`config.mk`:
```
export PLATFORM = sky130hd
export DESIGN_NAME = keyscan_enc_flat
export DESIGN_NICKNAME = d
export VERILOG_FILES = /design/src/rtl/keyscan_enc_if.sv /design/src/rtl/keyscan_enc.sv /design/src/flat_wrapper.sv
export SDC_FILE = /design/constraint.sdc
export NUM_CORES = 1
export LEC_CHECK = 0
export CAP_MARGIN = 10
export CORE_ASPECT_RATIO = 0.5
export CORE_MARGIN = 2
export CORE_UTILIZATION = 51
export DETAILED_ROUTE_END_ITERATION = 12
export PLACE_DENSITY = 0.75
export SYNTH_ARGS = -nofsm -noshare
export SYNTH_HDL_FRONTEND = slang
export SYNTH_SLANG_ARGS = --single-unit
```
`constraint.sdc`:
```
create_clock -name clock -period 3.1 [get_ports clock]
set_clock_uncertainty 0.2 [all_clocks]
set_input_delay 0.62 -clock clock [delete_from_list [all_inputs] [get_ports clock]]
set_output_delay 0.62 -clock clock [all_outputs]
set_load 0.005 [all_outputs]
```
`src/rtl/keyscan_enc_if.sv`:
```
// Press-event handshake between the key scanner (master) and its consumer (slave).
// The master presents ev_val while ev_valid is high; the consumer pops with ev_ready.
interface keyscan_enc_if #(
  parameter int VW = 4
) ();
  logic          ev_valid;
  logic [VW-1:0] ev_val;
  logic          ev_ready;

  modport master (output ev_valid, output ev_val, input ev_ready);
  modport slave  (input ev_valid, input ev_val, output ev_ready);
endinterface

```
`src/rtl/keyscan_enc.sv`:
```
// Key matrix front end: synchronizes and debounces raw key levels as one vector,
// reports the lowest pressed key, and queues one event per new press in a small FIFO.
module keyscan_enc #(
  parameter int NKEYS      = 16,
  parameter int VW         = 4,
  parameter int DB_CYCLES  = 1000,
  parameter int FIFO_DEPTH = 4
) (
  input  logic             clock,
  input  logic             reset,
  input  logic [NKEYS-1:0] keys,
  output logic             key_in,
  output logic [VW-1:0]    key_val,
  keyscan_enc_if.master    ev,
  output logic [VW:0]      ev_count,
  output logic             overflow
);

  localparam int CW = $clog2(DB_CYCLES);
  localparam int AW = $clog2(FIFO_DEPTH);
  localparam int NW = AW + 1;

  function automatic logic [VW-1:0] lowest_idx(input logic [NKEYS-1:0] v);
    lowest_idx = '0;
    for (int i = NKEYS - 1; i >= 0; i--) begin
      if (v[i]) lowest_idx = VW'(i);
    end
  endfunction

  logic [NKEYS-1:0] sync_meta, sync_q;
  logic [NKEYS-1:0] stable, stable_d;
  logic [CW-1:0]    db_cnt;
  logic [VW-1:0]    mem [FIFO_DEPTH];
  logic [AW-1:0]    wr_ptr, rd_ptr;
  logic [NW-1:0]    count;

  logic [NKEYS-1:0] newly;
  logic             push, pop, full, do_push;

  // Events come from the registered edge of stable, so a press enters the queue
  // one cycle after the debounced level changes and never bypasses it.
  always_comb begin
    newly   = stable & ~stable_d;
    push    = |newly;
    full    = (count == NW'(FIFO_DEPTH));
    pop     = ev.ev_valid & ev.ev_ready;
    do_push = push & (~full | pop);
  end

  // NOTE: sequential state uses non-blocking assignments so every register
  // samples pre-edge values and the update order inside the block is irrelevant.
  always_ff @(posedge clock) begin
    if (reset) begin
      sync_meta <= '0;
      sync_q    <= '0;
      stable    <= '0;
      stable_d  <= '0;
      db_cnt    <= '0;
      wr_ptr    <= '0;
      rd_ptr    <= '0;
      count     <= '0;
      overflow  <= 1'b0;
    end else begin
      sync_meta <= keys;
      sync_q    <= sync_meta;
      stable_d  <= stable;

      // Whole-vector debounce: only a return to stable restarts the count.
      if (sync_q != stable) begin
        if (db_cnt == CW'(DB_CYCLES - 1)) begin
          stable <= sync_q;
          db_cnt <= '0;
        end else begin
          db_cnt <= db_cnt + CW'(1);
        end
      end else begin
        db_cnt <= '0;
      end

      if (do_push) wr_ptr <= wr_ptr + AW'(1);
      if (pop)     rd_ptr <= rd_ptr + AW'(1);
      unique case ({do_push, pop})
        2'b10:   count <= count + NW'(1);
        2'b01:   count <= count - NW'(1);
        default: count <= count;
      endcase

      if (push && full && !pop) overflow <= 1'b1;
    end
  end

  // NOTE: the storage array has no reset; pointers and count define which
  // entries are live, and ev_val is forced to 0 while the queue is empty.
  always_ff @(posedge clock) begin
    if (do_push) mem[wr_ptr] <= lowest_idx(newly);
  end

  assign key_in      = |stable;
  assign key_val     = lowest_idx(stable);
  assign ev.ev_valid = (count != '0);
  assign ev.ev_val   = ev.ev_valid ? mem[rd_ptr] : '0;
  assign ev_count    = (VW + 1)'(count);

endmodule

```
`src/flat_wrapper.sv`:
```
// flat-port wrapper written by rule: the top's interface ports become plain ports
module keyscan_enc_flat 
#(
  parameter int NKEYS      = 16,
  parameter int VW         = 4,
  parameter int DB_CYCLES  = 1000,
  parameter int FIFO_DEPTH = 4
)
  (clock, reset, keys, key_in, key_val, ev_count, overflow, ev_ev_valid, ev_ev_val, ev_ev_ready);
  keyscan_enc_if #(.VW(VW)) ev_i ();
  input  logic clock;
  input  logic reset;
  input  logic [NKEYS-1:0] keys;
  output logic key_in;
  output logic [VW-1:0] key_val;
  output logic [VW:0] ev_count;
  output logic overflow;
  output wire logic [$bits(ev_i.ev_valid)-1:0] ev_ev_valid;
  output wire logic [$bits(ev_i.ev_val)-1:0] ev_ev_val;
  input wire logic [$bits(ev_i.ev_ready)-1:0] ev_ev_ready;
  assign ev_ev_valid = ev_i.ev_valid;
  assign ev_ev_val = ev_i.ev_val;
  assign ev_i.ev_ready = ev_ev_ready;
  keyscan_enc #(.NKEYS(NKEYS), .VW(VW), .DB_CYCLES(DB_CYCLES), .FIFO_DEPTH(FIFO_DEPTH)) u_core (.clock(clock), .reset(reset), .keys(keys), .key_in(key_in), .key_val(key_val), .ev(ev_i), .ev_count(ev_count), .overflow(overflow));
endmodule
```
==> summary.txt <==
GRT
  • Initial antenna violation count: 0
  • First-pass GRT wire length: between 10000 and 15000 um
  • Largest net degree at the start of global routing: 43
  • Vias in the first global route: about 2700
  • Tot GR Track Use: 19.1%
  • Grt total ovfl: 0

Route
  • Via density: between 5 and 6
  • Drt wl/cell: ~14 um
  • Vias: between 2000 and 3000
  • Initial DRC count: around 210
  • TritonRoute pass-1 iters: 4
  • Post-route ant nets: 0
  • Detailed Route WL: just under 8000 um
  • Remaining DRCs: 0

Timing
  • Final cycle utilization of the critical path: a little over nine tenths
  • Setup ws final: around 0.14 ns
  • Slew at the pin closest to its max-slew limit: around 0.96 ns
  • RSZ-0062 raised after global routing: false
  • Final hold vios: 0
  • Min Tclk post-route: around 3 ns
  • Slew Limit Fails: 0
  • Setup tns final: 0 ns
  • Rel. slew slack: a little over a third
  • Maximum clock frequency: between 300 and 400 MHz
  • Final setup vio count: 0

Synthesis
  • Warnings from Yosys: 0
  • Post-synth EDFFs: 16
  • Syn Std Cell Area: 4050 um2
  • Yosys reg bits: 100
  • Post-synth top area share: 41.5%
  • Area contributors post-synth: dfxtp_1, edfxtp_1, nor2b_1, xnor2_1, o41ai_1
  • Count of different cell masters after synthesis: 46
  • Async SR Flop Fraction: 0%
  • Mapped Cells: about 400
  • Sequential area share after synthesis: between 50% and 60%
  • Area leader, netlist: dfxtp_1
  • Syn_area_per_cell: roughly 10 um2
  • Commonest register cell after synthesis: dfxtp_1

Place
  • DP Wirelength: about 5400 um
  • Worst slack, placed: -0.0436 ns
  • GPL Wtd Cong: just under 0.9
  • Placed insts: 533
  • Port-buffer cells: 32

Job
  • Maximum Capacitance Violations: 0

Setup path
  • R2R Setup Slk: roughly 0.15 ns
  • Crit path max fanout: 5
  • Worst Setup Path Type: reg -> out
  • Worst Path Required: ~2.3 ns
  • Setup crit start kind: flip-flop
  • CP Capture Type: primary output
  • Arr. time, crit path: about 2.1 ns

Pwr
  • Peak supply drop: between 0.0003 and 0.0004 V
  • Pwr dens: approximately 520 nW/um2
  • LEAKAGE: between 1.5 and 2 nW

Outcome
  • Status: complete, no violations

Final layout
  • Layout cells sized above 1: around a tenth
  • Non-filler cells, final: 551
  • # nets final: around 460
  • Most frequent cells in the layout: dfxtp_1, nor2b_1, nor2_1, clkdlybuf4s50_1, inv_1
  • ANT cells: 0
  • Commonest non-fill, non-tap cell in the layout: dfxtp_1
  • Layout area overhead: 20.4%

Die
  • Die X: about 130 um
  • CORE AREA: 7510 um2
  • Die ar.: just under 9000 um2
  • Starting density of the core: a little over half
  • Die Height: around 67 um
  • Num rows: 22
  • I/O Pins: 35

Clock tree
  • Root buf cell: clkbuf_16
  • CTS sink cnt: 100
  • TritonCTS Buffers: 9
  • # H-tree levels: 3
  • CTS tree: done
  • Clk buf depth: 2
  • Worst-Skew Late Latency: approximately 0.35 ns
  • Post-CTS Hold Buffers: 0
  • Clock slew seen by the registers of the worst setup and hold paths: around 0.06 ns

Min path
  • Hold Crit Class: reg -> reg
path summary, 6_finish.rpt:
| kind | cells after the start | startpoint | endpoint |
|---|---|---|---|
| max | 7 | u_core.stable[15]$_SDFFE_PP0P_ | key_val[1] |
| min | 1 | u_core.sync_meta[8]$_SDFF_PP0_ | u_core.sync_q[8]$_SDFF_PP0_ |
| max reg2reg | 12 | u_core.stable[12]$_SDFFE_PP0P_ | u_core.count[2]$_SDFFE_PP0P_ |
| min reg2reg | 1 | u_core.sync_meta[8]$_SDFF_PP0_ | u_core.sync_q[8]$_SDFF_PP0_ |
per-layer routing:
metal  wire (um)  part of all wire (%)  GRT usage (%)  up-vias
met2        3630                    47           32.7       71
met4         101                   1.3           7.26        0
met5           0                     0              0        -
met1        3580                    47           23.0     1318
met3         374                   4.9           5.54        6
li1            -                     -              -     1442
timing repair:
item / 4_1_cts / 5_1_grt
endpoints found under the setup margin: 0 / 2
buffers inserted: 0 / 2
resized for setup: 0 / 9
area by class of cell:
type / instances / area, um2
inverters: 27 / 101
well taps: 108 / 135
multi-input cells: 255 / 1760
fillers: 607 / 2640
clock inverters: 6 / 72.6
repair buffers: 45 / 413
flip-flops and latches: 100 / 2160
clock buffers: 10 / 229
power breakdown:
part / total [W] / leakage, nW / switching [W] / internal, W
Clock: 0.00111 / 0.143 / 0.000476 / 0.000632
Sequential: 0.00135 / 0.833 / 0.0000120 / 0.00134
Combinational: 0.0000947 / 0.817 / 0.0000475 / 0.0000471
Total: 0.00255 / 1.79 / 0.000536 / 0.00202
worst max-delay path, cell delays in order (launching register included):
cell             delay (ns)
dfxtp_1                0.32
buf_4                  0.13
nor2_1                 0.06
o31ai_1                0.24
a211oi_1               0.14
o31a_1                 0.26
nor3_2                 0.12
clkdlybuf4s50_1        0.52
registers in the layout (all words and copies together) (netlist names), 2 cells and up, named ones only:
signal,flops
u_core.stable_d,16
u_core.db_cnt,10
u_core.count,3
u_core.stable,16
u_core.sync_q,16
u_core.mem,16
u_core.rd_ptr,2
u_core.sync_meta,16
u_core.wr_ptr,2
metrics by stage:
step	power [W]	utilization, %	area (um2)	hold WS (ns)
final	0.00255	64.9	4880	0.237
after global routing	0.00263	64.9	4880	0.256
after CTS	0.00257	64.2	4820	0.237
after detailed placement	0.00147	60.2	4520	0.221
after global placement	0.00147	60.2	4520	0.225
after floorplan	0.00143	-	4060	0.214
cell usage after synthesis (3+ instances only):
| cell type | count |
|---|---|
| a21oi_1 | 9 |
| and2_1 | 6 |
| and3_1 | 5 |
| clkbuf_1 | 15 |
| dfxtp_1 | 84 |
| edfxtp_1 | 16 |
| ha_1 | 6 |
| inv_1 | 27 |
| mux4_2 | 4 |
| nand2_1 | 12 |
| nand2b_1 | 12 |
| nand3_1 | 6 |
| nand4_1 | 6 |
| nor2_1 | 35 |
| nor2b_1 | 52 |
| nor3_1 | 3 |
| nor4_1 | 3 |
| o21ai_0 | 22 |
| o41ai_1 | 16 |
| xnor2_1 | 20 |
| xor2_1 | 8 |
cells by family (layout without fill, tap and decap cells):
group | Yosys count | in the layout | share of synthesized area (%)
xor+xnor | 28 | 28 | 6.05
other cells | 1 | 2 | 0.0926
flops | 100 | 100 | 53.4
buf+inv | 45 | 88 | 4.39
fa+ha+maj | 7 | 7 | 2.35
compound gates | 64 | 64 | 10.7
simple gates | 150 | 150 | 20.9
mux | 4 | 4 | 2.22
No activity file was read; power rests on OpenSTA's default activity.
==> RTL edit 1, RTL diff (same flow settings) <==
`NKEYS` is set to 16 in 2 places; all go to 8.
--- a/src/rtl/keyscan_enc.sv
+++ b/src/rtl/keyscan_enc.sv
@@ -3,3 +3,3 @@
 module keyscan_enc #(
-  parameter int NKEYS      = 16,
+  parameter int NKEYS      = 8,
   parameter int VW         = 4,
--- a/src/flat_wrapper.sv
+++ b/src/flat_wrapper.sv
@@ -3,3 +3,3 @@
 #(
-  parameter int NKEYS      = 16,
+  parameter int NKEYS      = 8,
   parameter int VW         = 4,
Ports: changed (resized keys); port bits go from 35 to 27. No check against the original RTL was run, so the function may have changed too.
==> RTL edit 1 against the original RTL <==
Sequential cell count down 36; setup slack better by 280 ps; wire length down 44%; global-route usage down 2.0 points; final area down 36%; worst hold slack worse by 1.4 ps; sequential power down 34%; synthesized area down 35%; count of clock-buffer cells in the layout up 1; total power down 31%; via count down 40%; critical endpoint is now ev_ev_val[2]; highest routed layer unchanged.
==> RTL edit 1: results (changes against the original RTL) <==
gpl congestion 0.7611 (-13%); clk pwr 0.682 mW (-39%); worst hold start u_core.sync_meta[4]; hold_ws 235.5 ps (-1.426 ps); Synth Area in Compound Gates 0.03180 (-0.07475); Sink Count 64 (-36%); WHS Endpoint u_core.sync_q[4]; Lkg Pwr 1.195 nW (-33%); synth warn 0 (unchanged); synth top area cells dfxtp_1 (39%), edfxtp_1 (14%), nor2b_1 (6.9%), nor2_1 (5.1%), xor2_1 (4.7%); total placed cells including tap cells 331 (-38%); r2r setup slk 550 ps (+400 ps); Critical Path AT 1860 ps (-280 ps); mux contribution to synthesized area 0.07356 (+0.05133); reg2reg start u_core.count[0]; via count 1706 (-40%); final wirelength 4282 um (-44%); CTS root buffer clkbuf_8; FF+latch area 1401 um2 (-35%); non-clk buf share 0.07345 (-0.01121); number of global-route vias before repair 1580 (-41%); mean number of vias per cell 4.916 (-4.5%); Comb power frac 0.107 (+0.070); Slowest-stage cell, CP mux4_2; detailed placer's ending HPWL 2978 um (-45%); Net Sw Power 0.4211 mW (-21%); DIE AREA 5795 um2 (-34%); Async SR Flop Fraction 0 (unchanged); Mapped Cells 247 (-38%); CLK BUF 11 (+1); Setup WS pre-CTS 321.9 ps (+365.5 ps); Inverters, non-clock 5 (-81%); worst-path fanout max 3 (-2); Util after Layout 0.6258 (-0.02326); GRT Util Overall 0.1711 (-0.01970); Post-Synth XOR/XNOR Area 0.06312 (+0.002592); EDFF count, synth 12 (-4); Crit path largest cell delay 510 ps; Tot Pwr 1.768 mW (-31%); Clock-cell share 0.06457 (+0.002742); IO Port Bufs 22 (-31%); Multi-In Gates 169 (-34%); post-synthesis sequential area ratio 0.5316 (-0.002101); Fillers 417 (-31%); fraction of area in multi-input gates 0.3757 (+0.01424); worst vdd ir 0.2973 mV (-9.7%); Max clock buf depth 2 (unchanged); share of synthesized cell area in full adder, half adder and majority cells 0.03132 (+0.007853); CP top delay family multiplexers; status finished, final reports clean; largest net degree at the start of global routing 33 (-23%); layout cell share with drive strength beyond 1 0.1047 (+0.0008557); Nets 289 (-38%); number of DRC markers in iteration 0 51 (-75%); reg2reg path depth 7 (-5); Yosys cell types 40 (-13%); first-pass GRT wire length 7086 um (-43%)
## RTL edit 1: changes by cell type after synthesis, sizes merged, moves of 15 or more
cell	before	now
dfxtp	84	52
inv	27	5
o21ai	22	2
xnor2	20	5
o41ai	16	0
nor2b	53	31
## RTL edit 1: worst max-delay path by stage
stage	depth (start not counted)	end	slack, ps
6_report	3	ev_ev_val[2]	420
3_5_place_dp	7	u_core.count[2]	320
4_1_cts	3	ev_ev_val[2]	390
5_1_grt	3	key_val[2]	280
3_3_place_gp	7	u_core.count[2]	390
2_1_floorplan	8	u_core.count[2]	670
## RTL edit 1: metal layers
| layer | GRT usage | routed length, um | vias up |
|---|---|---|---|
| met3 | 0.09048 | 284 | 9 |
| met2 | 0.2914 | 2028 | 44 |
| li1 | - | - | 870 |
| met5 | 0 | 0 | - |
| met1 | 0.1838 | 1880 | 783 |
| met4 | 0.07895 | 89 | 0 |
==> RTL edit 2, RTL diff (same flow settings) <==
Made on the original files. Register the input `keys` before use, without a reset. The logic sees it one clock later. The other inputs are not delayed to match.
--- a/src/rtl/keyscan_enc.sv
+++ b/src/rtl/keyscan_enc.sv
@@ -21,2 +21,8 @@
   localparam int NW = AW + 1;
+
+  logic [NKEYS-1:0] keys_q;
+
+  always_ff @(posedge clock) begin
+    keys_q <= keys;
+  end
 
@@ -63,3 +69,3 @@
     end else begin
-      sync_meta <= keys;
+      sync_meta <= keys_q;
       sync_q    <= sync_meta;
Behaviour: no difference found for any inputs over 10 cycles, from zero or initial values and one cycle with reset high; that may be too few to reach the edited logic, so the function may still have changed.
==> RTL edit 2 against the original RTL <==
Sequential cell count up 16; via count down 0.60%; synthesized area up 9.3%; final area up 14%; setup slack better by 3.8 ps; count of clock-buffer cells in the layout up 12; wire length down 0.48%; worst hold slack worse by 5.9 ps; largest cell class unchanged.
Power is not compared: it rests on default switching activity, and its combinational part moved more than twofold at a synthesized area within 25%.
==> RTL edit 2: results (changes against the original RTL) <==
status finished, final reports clean; final wirelength 7646 um (-0.48%); Nets 478 (+3.0%); first-pass iteration count of the detailed router 4 (unchanged); number of DRC markers in iteration 0 104 (-50%); Cell Rows 23 (+4.5%); post-synthesis sequential area ratio 0.5605 (+0.02679); number of global-route vias before repair 2657 (-1.2%); Critical Path Source u_core.stable[0]; Synth top cells by count dfxtp_1 (100), nor2b_1 (68), nor2_1 (38); gpl congestion 0.8707 (-0.75%); drc violations 0 (unchanged); worst-path fanout max 7 (+2); FMAX 0.3388 GHz (+0.13%); Slowest-stage cell, CP nor4_1; GRT Util Overall 0.1790 (-0.01183); clk slew on worst S/H paths 50 ps; largest net degree at the start of global routing 46 (+7.0%); synth top area cells dfxtp_1 (45%), edfxtp_1 (11%), nor2b_1 (9.6%), xnor2_1 (4.4%), mux2_2 (4.1%); CTS Buf Count 17 (+8); reg2reg path depth 9 (-3); Crit path largest cell delay 580 ps (+60 ps); detailed placer's ending HPWL 5144 um (-5.5%); Worst-Skew Late Latency 410 ps (+60 ps); CP Capture Point key_val[2]; layout cell share with drive strength beyond 1 0.1652 (+0.06140); Lkg Pwr 2.142 nW; Yosys cell types 50 (+8.7%); reg2reg start u_core.stable[13]; mean number of vias per cell 4.879 (-5.2%); slew margin rel. 0.4608 (+0.1000); first-pass GRT wire length 12570 um (+0.94%); H-tree depth 4 (+1)
RTL edit 2: cell count changes after synthesis, sizes merged, moves of 5 or more:
cell	delta
inv	-15
and2	-5
nor2b	+17
dfxtp	+16
o21ai	-13
clkbuf	-5
mux2	+19
o41ai	-16
RTL edit 2: how the worst min path moves through the flow:
stage | start | to | slack, ps | cells after the start
6_report | u_core.sync_meta[5] | u_core.sync_q[5] | 230 | 1
5_1_grt | u_core.sync_meta[9] | u_core.sync_q[9] | 250 | 1
4_1_cts | u_core.sync_meta[5] | u_core.sync_q[5] | 230 | 1
3_5_place_dp | u_core.sync_meta[5] | u_core.sync_q[5] | 220 | 1
3_3_place_gp | u_core.keys_q[3] | u_core.sync_meta[3] | 220 | 1
2_1_floorplan | u_core.db_cnt[0] | u_core.db_cnt[0] | 210 | 1
RTL edit 2: logic make-up (layout without fill, tap and decap cells):
family	count (synthesis)	in the layout	share of synthesized area
buf+inv	27	89	0.02655
compound gates	31	31	0.04407
flops	116	116	0.5605
xor+xnor	26	26	0.05141
mux	25	25	0.07401
fa+ha+maj	6	6	0.01864
other cells	1	2	0.0008466
simple gates	171	171	0.2240
RTL edit 2: power by group:
part	leakage, nW	switching [mW]	internal, mW
Combinational	0.873	0.143	0.213
Sequential	0.970	0.0465	1.58
Clock	0.299	0.670	1.32
RTL edit 2: stage by stage:
| stage | std cells | instance area (um2) | setup WS (ps) | util |
|---|---|---|---|---|
| finish | 578 | 5540 | 148.4 | 0.6755 |
| global route | 578 | 5540 | 19.43 | 0.6755 |
| CTS | 578 | 5538 | 13.33 | 0.6752 |
| detailed placement | 546 | 4910 | 146.6 | 0.5986 |
| global placement | 546 | 4910 | 183.8 | 0.5986 |
| floorplan | 404 | 4433 | 207.5 | - |
RTL edit 2: what timing repair did:
| action | CTS | global route |
|---|---|---|
| pin swaps | 1 | 1 |
| resized for setup | 1 | 1 |
| hold buffers | 0 | 0 |
| endpoints found under the setup margin | 1 | 1 |
RTL edit 2: area by class of cell:
type | count | area (um2)
Timing Repair Buffer | 44 | 407.9
Clock buffer | 22 | 506.7
Sequential cell | 116 | 2482
Clock inverter | 10 | 116.4
Tap cell | 112 | 140.1
Inverter | 13 | 48.80
Fill cell | 626 | 2661
Multi-Input combinational cell | 261 | 1838
RTL edit 2: critical path: cells and delay by family, from the launching register on:
family	cells	cell delay, ps
DFF	1	380
and+or+nand+nor	1	580
buffers and inverters	1	530
AOI/OAI and AO/OA	1	240
RTL edit 2: per-layer routing:
| metal | vias to the layer above | GRT usage | routed length (um) |
|---|---|---|---|
| met5 | - | 0 | 0 |
| met4 | 0 | 0.09491 | 102 |
| met3 | 8 | 0.06972 | 341 |
| met2 | 56 | 0.2654 | 3514 |
| met1 | 1294 | 0.2261 | 3688 |
| li1 | 1462 | - | - |
